<file path="config.mk">
export PLATFORM = sky130hd
export DESIGN_NAME = mips_multicycle_main_control
export DESIGN_NICKNAME = d
export VERILOG_FILES = /design/src/rtl/mips_ctrl_pkg.sv /design/src/rtl/mips_ctrl_wait_cnt.sv /design/src/rtl/mips_multicycle_main_control.sv
export SDC_FILE = /design/constraint.sdc
export NUM_CORES = 1
export LEC_CHECK = 0
export CORE_MARGIN = 1
export CORE_UTILIZATION = 44
export CTS_CLUSTER_DIAMETER = 50
export CTS_CLUSTER_SIZE = 28
export DETAILED_ROUTE_END_ITERATION = 6
export PLACE_DENSITY = 0.82
export REMOVE_ABC_BUFFERS = 1
export SLEW_MARGIN = 15
export SYNTH_ARGS = -nofsm -noshare
export SYNTH_HDL_FRONTEND = slang
export SYNTH_SLANG_ARGS = --single-unit
</file>
<file path="constraint.sdc">
create_clock -name clk -period 3.6 [get_ports clk]
set_input_delay 0.72 -clock clk [delete_from_list [all_inputs] [get_ports clk]]
set_output_delay 0.72 -clock clk [all_outputs]
set_load 0.02 [all_outputs]
</file>
<file path="src/rtl/mips_ctrl_pkg.sv">
// ============================================================================
// mips_ctrl_pkg : opcodes, state encodings and select codes shared by the
//                 multicycle MIPS control, ALU control and datapath.
// Optional feature macro: MIPS_CTRL_BNE_EN (adds bne / BRANCHNE support).
// Revision: 1.0
// ============================================================================
`default_nettype none

package mips_ctrl_pkg;

  localparam logic [5:0] OP_RTYPE = 6'h00;
  localparam logic [5:0] OP_J     = 6'h02;
  localparam logic [5:0] OP_BEQ   = 6'h04;
  localparam logic [5:0] OP_BNE   = 6'h05;
  localparam logic [5:0] OP_ADDI  = 6'h08;
  localparam logic [5:0] OP_LW    = 6'h23;
  localparam logic [5:0] OP_SW    = 6'h2B;

  localparam logic [1:0] ALUOP_ADD   = 2'b00;
  localparam logic [1:0] ALUOP_SUB   = 2'b01;
  localparam logic [1:0] ALUOP_FUNCT = 2'b10;

  localparam logic [1:0] SRCB_REGB  = 2'b00;
  localparam logic [1:0] SRCB_FOUR  = 2'b01;
  localparam logic [1:0] SRCB_IMM   = 2'b10;
  localparam logic [1:0] SRCB_IMMSH = 2'b11;

  localparam logic [1:0] PCSRC_ALURES = 2'b00;
  localparam logic [1:0] PCSRC_ALUOUT = 2'b01;
  localparam logic [1:0] PCSRC_JUMP   = 2'b10;

  typedef enum logic [3:0] {
    S_FETCH    = 4'd0,
    S_DECODE   = 4'd1,
    S_MEMADR   = 4'd2,
    S_MEMRD    = 4'd3,
    S_MEMWB    = 4'd4,
    S_MEMWR    = 4'd5,
    S_EXECUTE  = 4'd6,
    S_ALUWB    = 4'd7,
    S_BRANCH   = 4'd8,
    S_ADDIEX   = 4'd9,
    S_ADDIWB   = 4'd10,
    S_JUMP     = 4'd11,
    S_BRANCHNE = 4'd12
  } state_e;

  typedef struct packed {
    logic [1:0] alu_op;
    logic       alu_src_a;
    logic [1:0] alu_src_b;
    logic [1:0] pc_src;
    logic       iord;
    logic       mem_write;
    logic       ir_write;
    logic       reg_dst;
    logic       mem_to_reg;
    logic       reg_write;
    logic       pc_write;
    logic       branch;
`ifdef MIPS_CTRL_BNE_EN
    logic       branch_ne;
`endif
    logic       illegal_op;
  } ctrl_t;

  // DECODE dispatch; an unsupported opcode returns to FETCH.
  function automatic state_e decode_op(input logic [5:0] op);
    state_e nxt;
    case (op)
      OP_LW, OP_SW: nxt = S_MEMADR;
      OP_RTYPE:     nxt = S_EXECUTE;
      OP_BEQ:       nxt = S_BRANCH;
      OP_ADDI:      nxt = S_ADDIEX;
      OP_J:         nxt = S_JUMP;
`ifdef MIPS_CTRL_BNE_EN
      OP_BNE:       nxt = S_BRANCHNE;
`endif
      default:      nxt = S_FETCH;
    endcase
    return nxt;
  endfunction

endpackage

`default_nettype wire

</file>
<file path="src/rtl/mips_ctrl_wait_cnt.sv">
// ============================================================================
// mips_ctrl_wait_cnt : 4-bit wait counter that flags the last cycle of a
//                      fixed-latency memory access.
// Revision: 1.0
// ============================================================================
`default_nettype none

module mips_ctrl_wait_cnt #(
  parameter int unsigned LIMIT = 0
) (
  input  logic clk,
  input  logic reset,
  input  logic load_i,
  input  logic inc_i,
  output logic done_o
);

  localparam logic [3:0] LIMIT_C = 4'(LIMIT);

  logic [3:0] cnt_q;
  logic [3:0] cnt_d;

  always_comb begin
    cnt_d = cnt_q;
    if (load_i) begin
      cnt_d = 4'd0;
    end else if (inc_i) begin
      cnt_d = cnt_q + 4'd1;
    end
  end

  always_ff @(posedge clk) begin
    if (reset) begin
      cnt_q <= 4'd0;
    end else begin
      cnt_q <= cnt_d;
    end
  end

  assign done_o = (cnt_q == LIMIT_C);

endmodule

`default_nettype wire

</file>
<file path="src/rtl/mips_multicycle_main_control.sv">
// ============================================================================
// mips_multicycle_main_control : Moore main-control FSM for the multicycle
//                                MIPS datapath with fixed memory latency.
// Optional feature macro: MIPS_CTRL_BNE_EN (bne support, BranchNe port).
// Revision: 1.0
// ============================================================================
`default_nettype none

module mips_multicycle_main_control
  import mips_ctrl_pkg::*;
#(
  parameter int unsigned MEM_LAT = 1
) (
  input  logic       clk,
  input  logic       reset,
  input  logic [5:0] Op,
  output logic [1:0] ALUOp,
  output logic       ALUSrcA,
  output logic [1:0] ALUSrcB,
  output logic [1:0] PCSrc,
  output logic       IorD,
  output logic       MemWrite,
  output logic       IRWrite,
  output logic       RegDst,
  output logic       MemtoReg,
  output logic       RegWrite,
  output logic       PCWrite,
  output logic       Branch,
  output logic       illegal_op,
`ifdef MIPS_CTRL_BNE_EN
  output logic       BranchNe,
`endif
  output logic [3:0] state_o
);

  state_e state_q;
  state_e state_d;
  logic   in_wait;
  logic   wait_done;
  ctrl_t  ctrl;

  assign in_wait = (state_q == S_FETCH) || (state_q == S_MEMRD);

  // Counter holds zero outside the wait states, so each entry starts fresh.
  mips_ctrl_wait_cnt #(
    .LIMIT (MEM_LAT - 1)
  ) u_wait_cnt (
    .clk    (clk),
    .reset  (reset),
    .load_i (!in_wait || wait_done),
    .inc_i  (in_wait),
    .done_o (wait_done)
  );

  always_comb begin
    state_d = state_q;
    case (state_q)
      S_FETCH:   if (wait_done) state_d = S_DECODE;
      S_DECODE:  state_d = decode_op(Op);
      S_MEMADR:  state_d = (Op == OP_LW) ? S_MEMRD : S_MEMWR;
      S_MEMRD:   if (wait_done) state_d = S_MEMWB;
      S_EXECUTE: state_d = S_ALUWB;
      S_ADDIEX:  state_d = S_ADDIWB;
      default:   state_d = S_FETCH;
    endcase
  end

  always_ff @(posedge clk) begin
    if (reset) begin
      state_q <= S_FETCH;
    end else begin
      state_q <= state_d;
    end
  end

  always_comb begin
    ctrl = '0;
    case (state_q)
      S_FETCH: begin
        ctrl.alu_src_b = SRCB_FOUR;
        ctrl.alu_op    = ALUOP_ADD;
        ctrl.ir_write  = wait_done;
        ctrl.pc_write  = wait_done;
      end
      S_DECODE: begin
        ctrl.alu_src_b  = SRCB_IMMSH;
        ctrl.illegal_op = (decode_op(Op) == S_FETCH);
      end
      S_MEMADR, S_ADDIEX: begin
        ctrl.alu_src_a = 1'b1;
        ctrl.alu_src_b = SRCB_IMM;
      end
      S_MEMRD: ctrl.iord = 1'b1;
      S_MEMWR: begin
        ctrl.iord      = 1'b1;
        ctrl.mem_write = 1'b1;
      end
      S_MEMWB: begin
        ctrl.reg_write  = 1'b1;
        ctrl.mem_to_reg = 1'b1;
      end
      S_EXECUTE: begin
        ctrl.alu_src_a = 1'b1;
        ctrl.alu_src_b = SRCB_REGB;
        ctrl.alu_op    = ALUOP_FUNCT;
      end
      S_ALUWB: begin
        ctrl.reg_dst   = 1'b1;
        ctrl.reg_write = 1'b1;
      end
      S_ADDIWB: ctrl.reg_write = 1'b1;
      S_BRANCH: begin
        ctrl.alu_src_a = 1'b1;
        ctrl.alu_op    = ALUOP_SUB;
        ctrl.pc_src    = PCSRC_ALUOUT;
        ctrl.branch    = 1'b1;
      end
`ifdef MIPS_CTRL_BNE_EN
      S_BRANCHNE: begin
        ctrl.alu_src_a = 1'b1;
        ctrl.alu_op    = ALUOP_SUB;
        ctrl.pc_src    = PCSRC_ALUOUT;
        ctrl.branch_ne = 1'b1;
      end
`endif
      S_JUMP: begin
        ctrl.pc_src   = PCSRC_JUMP;
        ctrl.pc_write = 1'b1;
      end
      default: ctrl.pc_src = PCSRC_ALURES;
    endcase

    // Reset abandons the instruction: no strobe may fire on the reset edge.
    if (reset) begin
      ctrl.ir_write   = 1'b0;
      ctrl.pc_write   = 1'b0;
      ctrl.mem_write  = 1'b0;
      ctrl.reg_write  = 1'b0;
      ctrl.branch     = 1'b0;
      ctrl.illegal_op = 1'b0;
`ifdef MIPS_CTRL_BNE_EN
      ctrl.branch_ne  = 1'b0;
`endif
    end
  end

  assign ALUOp      = ctrl.alu_op;
  assign ALUSrcA    = ctrl.alu_src_a;
  assign ALUSrcB    = ctrl.alu_src_b;
  assign PCSrc      = ctrl.pc_src;
  assign IorD       = ctrl.iord;
  assign MemWrite   = ctrl.mem_write;
  assign IRWrite    = ctrl.ir_write;
  assign RegDst     = ctrl.reg_dst;
  assign MemtoReg   = ctrl.mem_to_reg;
  assign RegWrite   = ctrl.reg_write;
  assign PCWrite    = ctrl.pc_write;
  assign Branch     = ctrl.branch;
  assign illegal_op = ctrl.illegal_op;
`ifdef MIPS_CTRL_BNE_EN
  assign BranchNe   = ctrl.branch_ne;
`endif
  assign state_o    = state_q;

endmodule

`default_nettype wire

</file>
==> results.rst <==
.. list-table::
   :header-rows: 1

   * - Metric
     - Value
   * - Result of the run
     - finished clean
   * - Netlist area before placement
     - 675.6 µm²
   * - RSZ-0062 raised after global routing
     - false
   * - Cts-stage hold buffer count
     - 0
   * - Worst-case headroom to the max-slew limit
     - between 50% and 60%
   * - Die area
     - approximately 1700 µm²
   * - Placer's final routability congestion estimate
     - ~0.87
   * - Ys async rst share
     - 0%
   * - Detailed-route DRC error count
     - 0
   * - First-pass GRT wire length
     - roughly 2500 µm
   * - Worst clock skew
     - about 7.4 ps
   * - Post-CTS setup buffers
     - 0
   * - Per-cell routed wire length
     - 12.82 µm
   * - Area growth syn-to-layout
     - 39.44%
   * - Post-layout instance count excluding filler cells
     - 131
   * - Detailed-routing iteration count for the pre-antenna-repair pass
     - 4
   * - Vias after detailed routing
     - 747
   * - Clock tree from TritonCTS
     - yes
   * - Worst-path fanout max
     - 6
   * - Largest vdd supply drop
     - roughly 0.16 mV
   * - Grt peak-use layer
     - met2
   * - Number of filler instances in the final layout
     - 126
   * - Met1 capacity usage during global routing
     - between 20% and 30%
   * - Count of antenna-violating nets left after detailed routing
     - 0
   * - Total number of clock tree sinks
     - 8
   * - Setup Viol. Count Final
     - 0
   * - Largest net degree at the start of global routing
     - 23
   * - Hold Violations, Final
     - 0
   * - Initial core utilization
     - 49.45%
   * - Sort of element at the end of the critical path
     - primary output
   * - # IOs
     - 28
   * - Placed insts
     - between 100 and 150
   * - Total core area
     - around 1400 µm²
   * - Placement Rows
     - 13
   * - Final nets
     - 128
   * - R2R Path End
     - state_o[1]
   * - Count of port buffers added during placement
     - 27
   * - Fraction of layout instances using a drive strength above 1
     - under 10%
   * - Class of the tightest hold or removal check
     - flop to flop
   * - Accumulated negative setup slack
     - 0 ps
   * - Final worst-path cycle share
     - ~93%
   * - Power per Cell Area
     - around 230 nW/µm²
   * - Maximum number of buffers from clock root to sink
     - 2
   * - Actual slew at the worst max-slew pin
     - 733.7 ps
   * - Clock root buffer
     - sky130_fd_sc_hd__clkbuf_4
   * - Global route total overflow
     - 0
   * - Kind of critical path
     - input pin to primary output
   * - Clock-pin slew on the worst setup and hold paths
     - ~50 ps
   * - Endpoint of the most critical setup path
     - illegal_op
   * - Post_cts resized
     - 0
   * - Post-synthesis sequential area ratio
     - around a quarter
   * - Insertion delay of the later-clocked pin in the worst-skew pair
     - ~250 ps
   * - Worst Reg-to-Reg Cells
     - 6
   * - Routed wire length
     - ~1700 µm
   * - Post-detailed-placement half-perimeter wirelength
     - between 1000 and 1500 µm
   * - Global-route usage over all layers
     - 22.85%
   * - Vias per Instance
     - roughly 5.7
   * - Number of global-route vias before repair
     - slightly below 600
   * - Register-to-register setup slack
     - around 2000 ps
   * - Synthesized instance count
     - 93
   * - Global-route track usage on met2
     - approximately two fifths
   * - Most common flop cell mapped by yosys
     - sky130_fd_sc_hd__dfxtp_1
   * - Die Wd
     - about 41 µm
   * - Critical path launch point
     - Op[3]
   * - Number of CTS-inserted buffers
     - 3
   * - Maxcap violations
     - 0
   * - Critical Path AT
     - roughly 2600 ps
   * - Yosys reg bits
     - 8
   * - Diodes inserted
     - 0
   * - Count of different cell masters after synthesis
     - 32
   * - Deepest level of the CTS H-tree
     - 1
   * - Number of antenna violations at the first check in global routing
     - 0
   * - Fraction of met3 tracks used by global routing
     - under 10%
   * - Sum of internal, switching and leakage power
     - 213.0 µW
   * - Number of warnings printed during yosys synthesis
     - 0
   * - Crit start category
     - input pin
   * - LEAKAGE
     - ~0.32 nW
   * - Highest clock rate
     - roughly 300 MHz
   * - Synthesized area per cell
     - a little over 7 µm²
   * - Die span in y
     - between 40 and 50 µm
   * - EDFF count, synth
     - 0
   * - Clock period minus final worst setup slack
     - about 3300 ps
   * - Initial drt markers
     - 18
   * - Data required time at the worst endpoint
     - approximately 2900 ps
   * - Number of pins exceeding their max-slew limit in the final report
     - 0
   * - Crit Reg-Reg Startpoint
     - u_wait_cnt.cnt_q[0]
## worst min path at each step
stage | startpoint | end | slack (ps) | cells past startpoint
3_5_place_dp | u_wait_cnt.cnt_q[0] | u_wait_cnt.cnt_q[0] | 450 | 1
5_1_grt | u_wait_cnt.cnt_q[0] | u_wait_cnt.cnt_q[0] | 490 | 1
6_report | u_wait_cnt.cnt_q[0] | u_wait_cnt.cnt_q[0] | 460 | 1
3_3_place_gp | u_wait_cnt.cnt_q[0] | u_wait_cnt.cnt_q[0] | 450 | 1
2_1_floorplan | u_wait_cnt.cnt_q[0] | u_wait_cnt.cnt_q[0] | 430 | 1
4_1_cts | u_wait_cnt.cnt_q[0] | u_wait_cnt.cnt_q[0] | 460 | 1
## cell usage after synthesis (2+ instances only)
| cell | instances | area (µm²) |
|---|---|---|
| sky130_fd_sc_hd__nand2_1 | 5 | 18.77 |
| sky130_fd_sc_hd__ha_1 | 2 | 25.02 |
| sky130_fd_sc_hd__xnor2_1 | 4 | 35.03 |
| sky130_fd_sc_hd__nand3_1 | 2 | 10.01 |
| sky130_fd_sc_hd__o211ai_1 | 2 | 15.01 |
| sky130_fd_sc_hd__buf_2 | 3 | 15.01 |
| sky130_fd_sc_hd__nand2b_1 | 3 | 18.77 |
| sky130_fd_sc_hd__nor4_1 | 2 | 12.51 |
| sky130_fd_sc_hd__or3_1 | 2 | 12.51 |
| sky130_fd_sc_hd__buf_4 | 3 | 22.52 |
| sky130_fd_sc_hd__a31oi_1 | 2 | 12.51 |
| sky130_fd_sc_hd__xor2_1 | 2 | 17.52 |
| sky130_fd_sc_hd__inv_1 | 6 | 22.52 |
| sky130_fd_sc_hd__nor3_1 | 12 | 60.06 |
| sky130_fd_sc_hd__and3_1 | 2 | 12.51 |
| sky130_fd_sc_hd__a21oi_1 | 6 | 30.03 |
| sky130_fd_sc_hd__o21ai_0 | 3 | 15.01 |
| sky130_fd_sc_hd__dfxtp_1 | 8 | 160.2 |
| sky130_fd_sc_hd__nor2_1 | 11 | 41.29 |
## kinds of logic after synthesis
kind of cell | after synthesis | synth area share (%)
AND/OR/NAND/NOR | 46 | 37.04
AO/OA/AOI/OAI | 17 | 16.67
buffers and inverters | 14 | 11.11
flip-flops | 8 | 23.70
XOR/XNOR | 6 | 7.778
adder cells (fa/ha/maj) | 2 | 3.703
## sequential cells by signal, summed over array words and instances, names as in the netlist
signal / cells
state_o: 4
u_wait_cnt.cnt_q: 4
## metal layers
metal / wire [µm] / share of wire (%) / up-vias
li1: - / - / 379
met1: 725 / 43 / 328
met2: 822 / 49 / 40
met3: 131 / 7.8 / 0
met4: 0 / 0 / 0
met5: 0 / 0 / -
## layout make-up
cell class	count	area, µm²	share of cell area (%)
Inverter	6	22.52	2.390
Multi-Input combinational cell	71	440.4	46.75
Tap cell	15	18.77	1.992
Timing Repair Buffer	28	277.8	29.48
Sequential cell	8	160.2	17.00
Clock buffer	3	22.52	2.390
## placed cells by master, fill, tap and decap left out, types with 3 or more instances in the layout
master and n:
sky130_fd_sc_hd__dfxtp_1 8, sky130_fd_sc_hd__nand2b_1 3, sky130_fd_sc_hd__nor2_1 11, sky130_fd_sc_hd__nand2_1 5, sky130_fd_sc_hd__xnor2_1 4, sky130_fd_sc_hd__o21ai_0 3, sky130_fd_sc_hd__nor3_1 12, sky130_fd_sc_hd__inv_1 6
sky130_fd_sc_hd__a21oi_1 6, sky130_fd_sc_hd__clkdlybuf4s50_1 27, sky130_fd_sc_hd__clkbuf_4 3
## power by group
part	total (mW)	internal (mW)	switching [mW]
Combinational	0.0522	0.0262	0.0260
Clock	0.0657	0.0380	0.0278
Sequential	0.0951	0.0900	0.00514
## critical path: stages
cell and delay, ps:
sky130_fd_sc_hd__clkdlybuf4s50_1 530, sky130_fd_sc_hd__xor2_1 200, sky130_fd_sc_hd__o211ai_1 280, sky130_fd_sc_hd__nand2_1 100, sky130_fd_sc_hd__nor3_1 160, sky130_fd_sc_hd__clkdlybuf4s50_1 630
## through the flow
stage | util (%) | cell area, µm² | setup WS [ps] | hold WS [ps]
floorplan | - | 623.1 | 1181 | 429.7
global placement | 67.31 | 919.6 | 327.8 | 450.1
detailed placement | 67.31 | 919.6 | 282.6 | 450.5
CTS | 68.96 | 942.2 | 275.3 | 462.6
global route | 68.96 | 942.2 | 134.5 | 492.5
finish | 68.96 | 942.2 | 261.6 | 459.1
(Power assumes the default switching activity.)
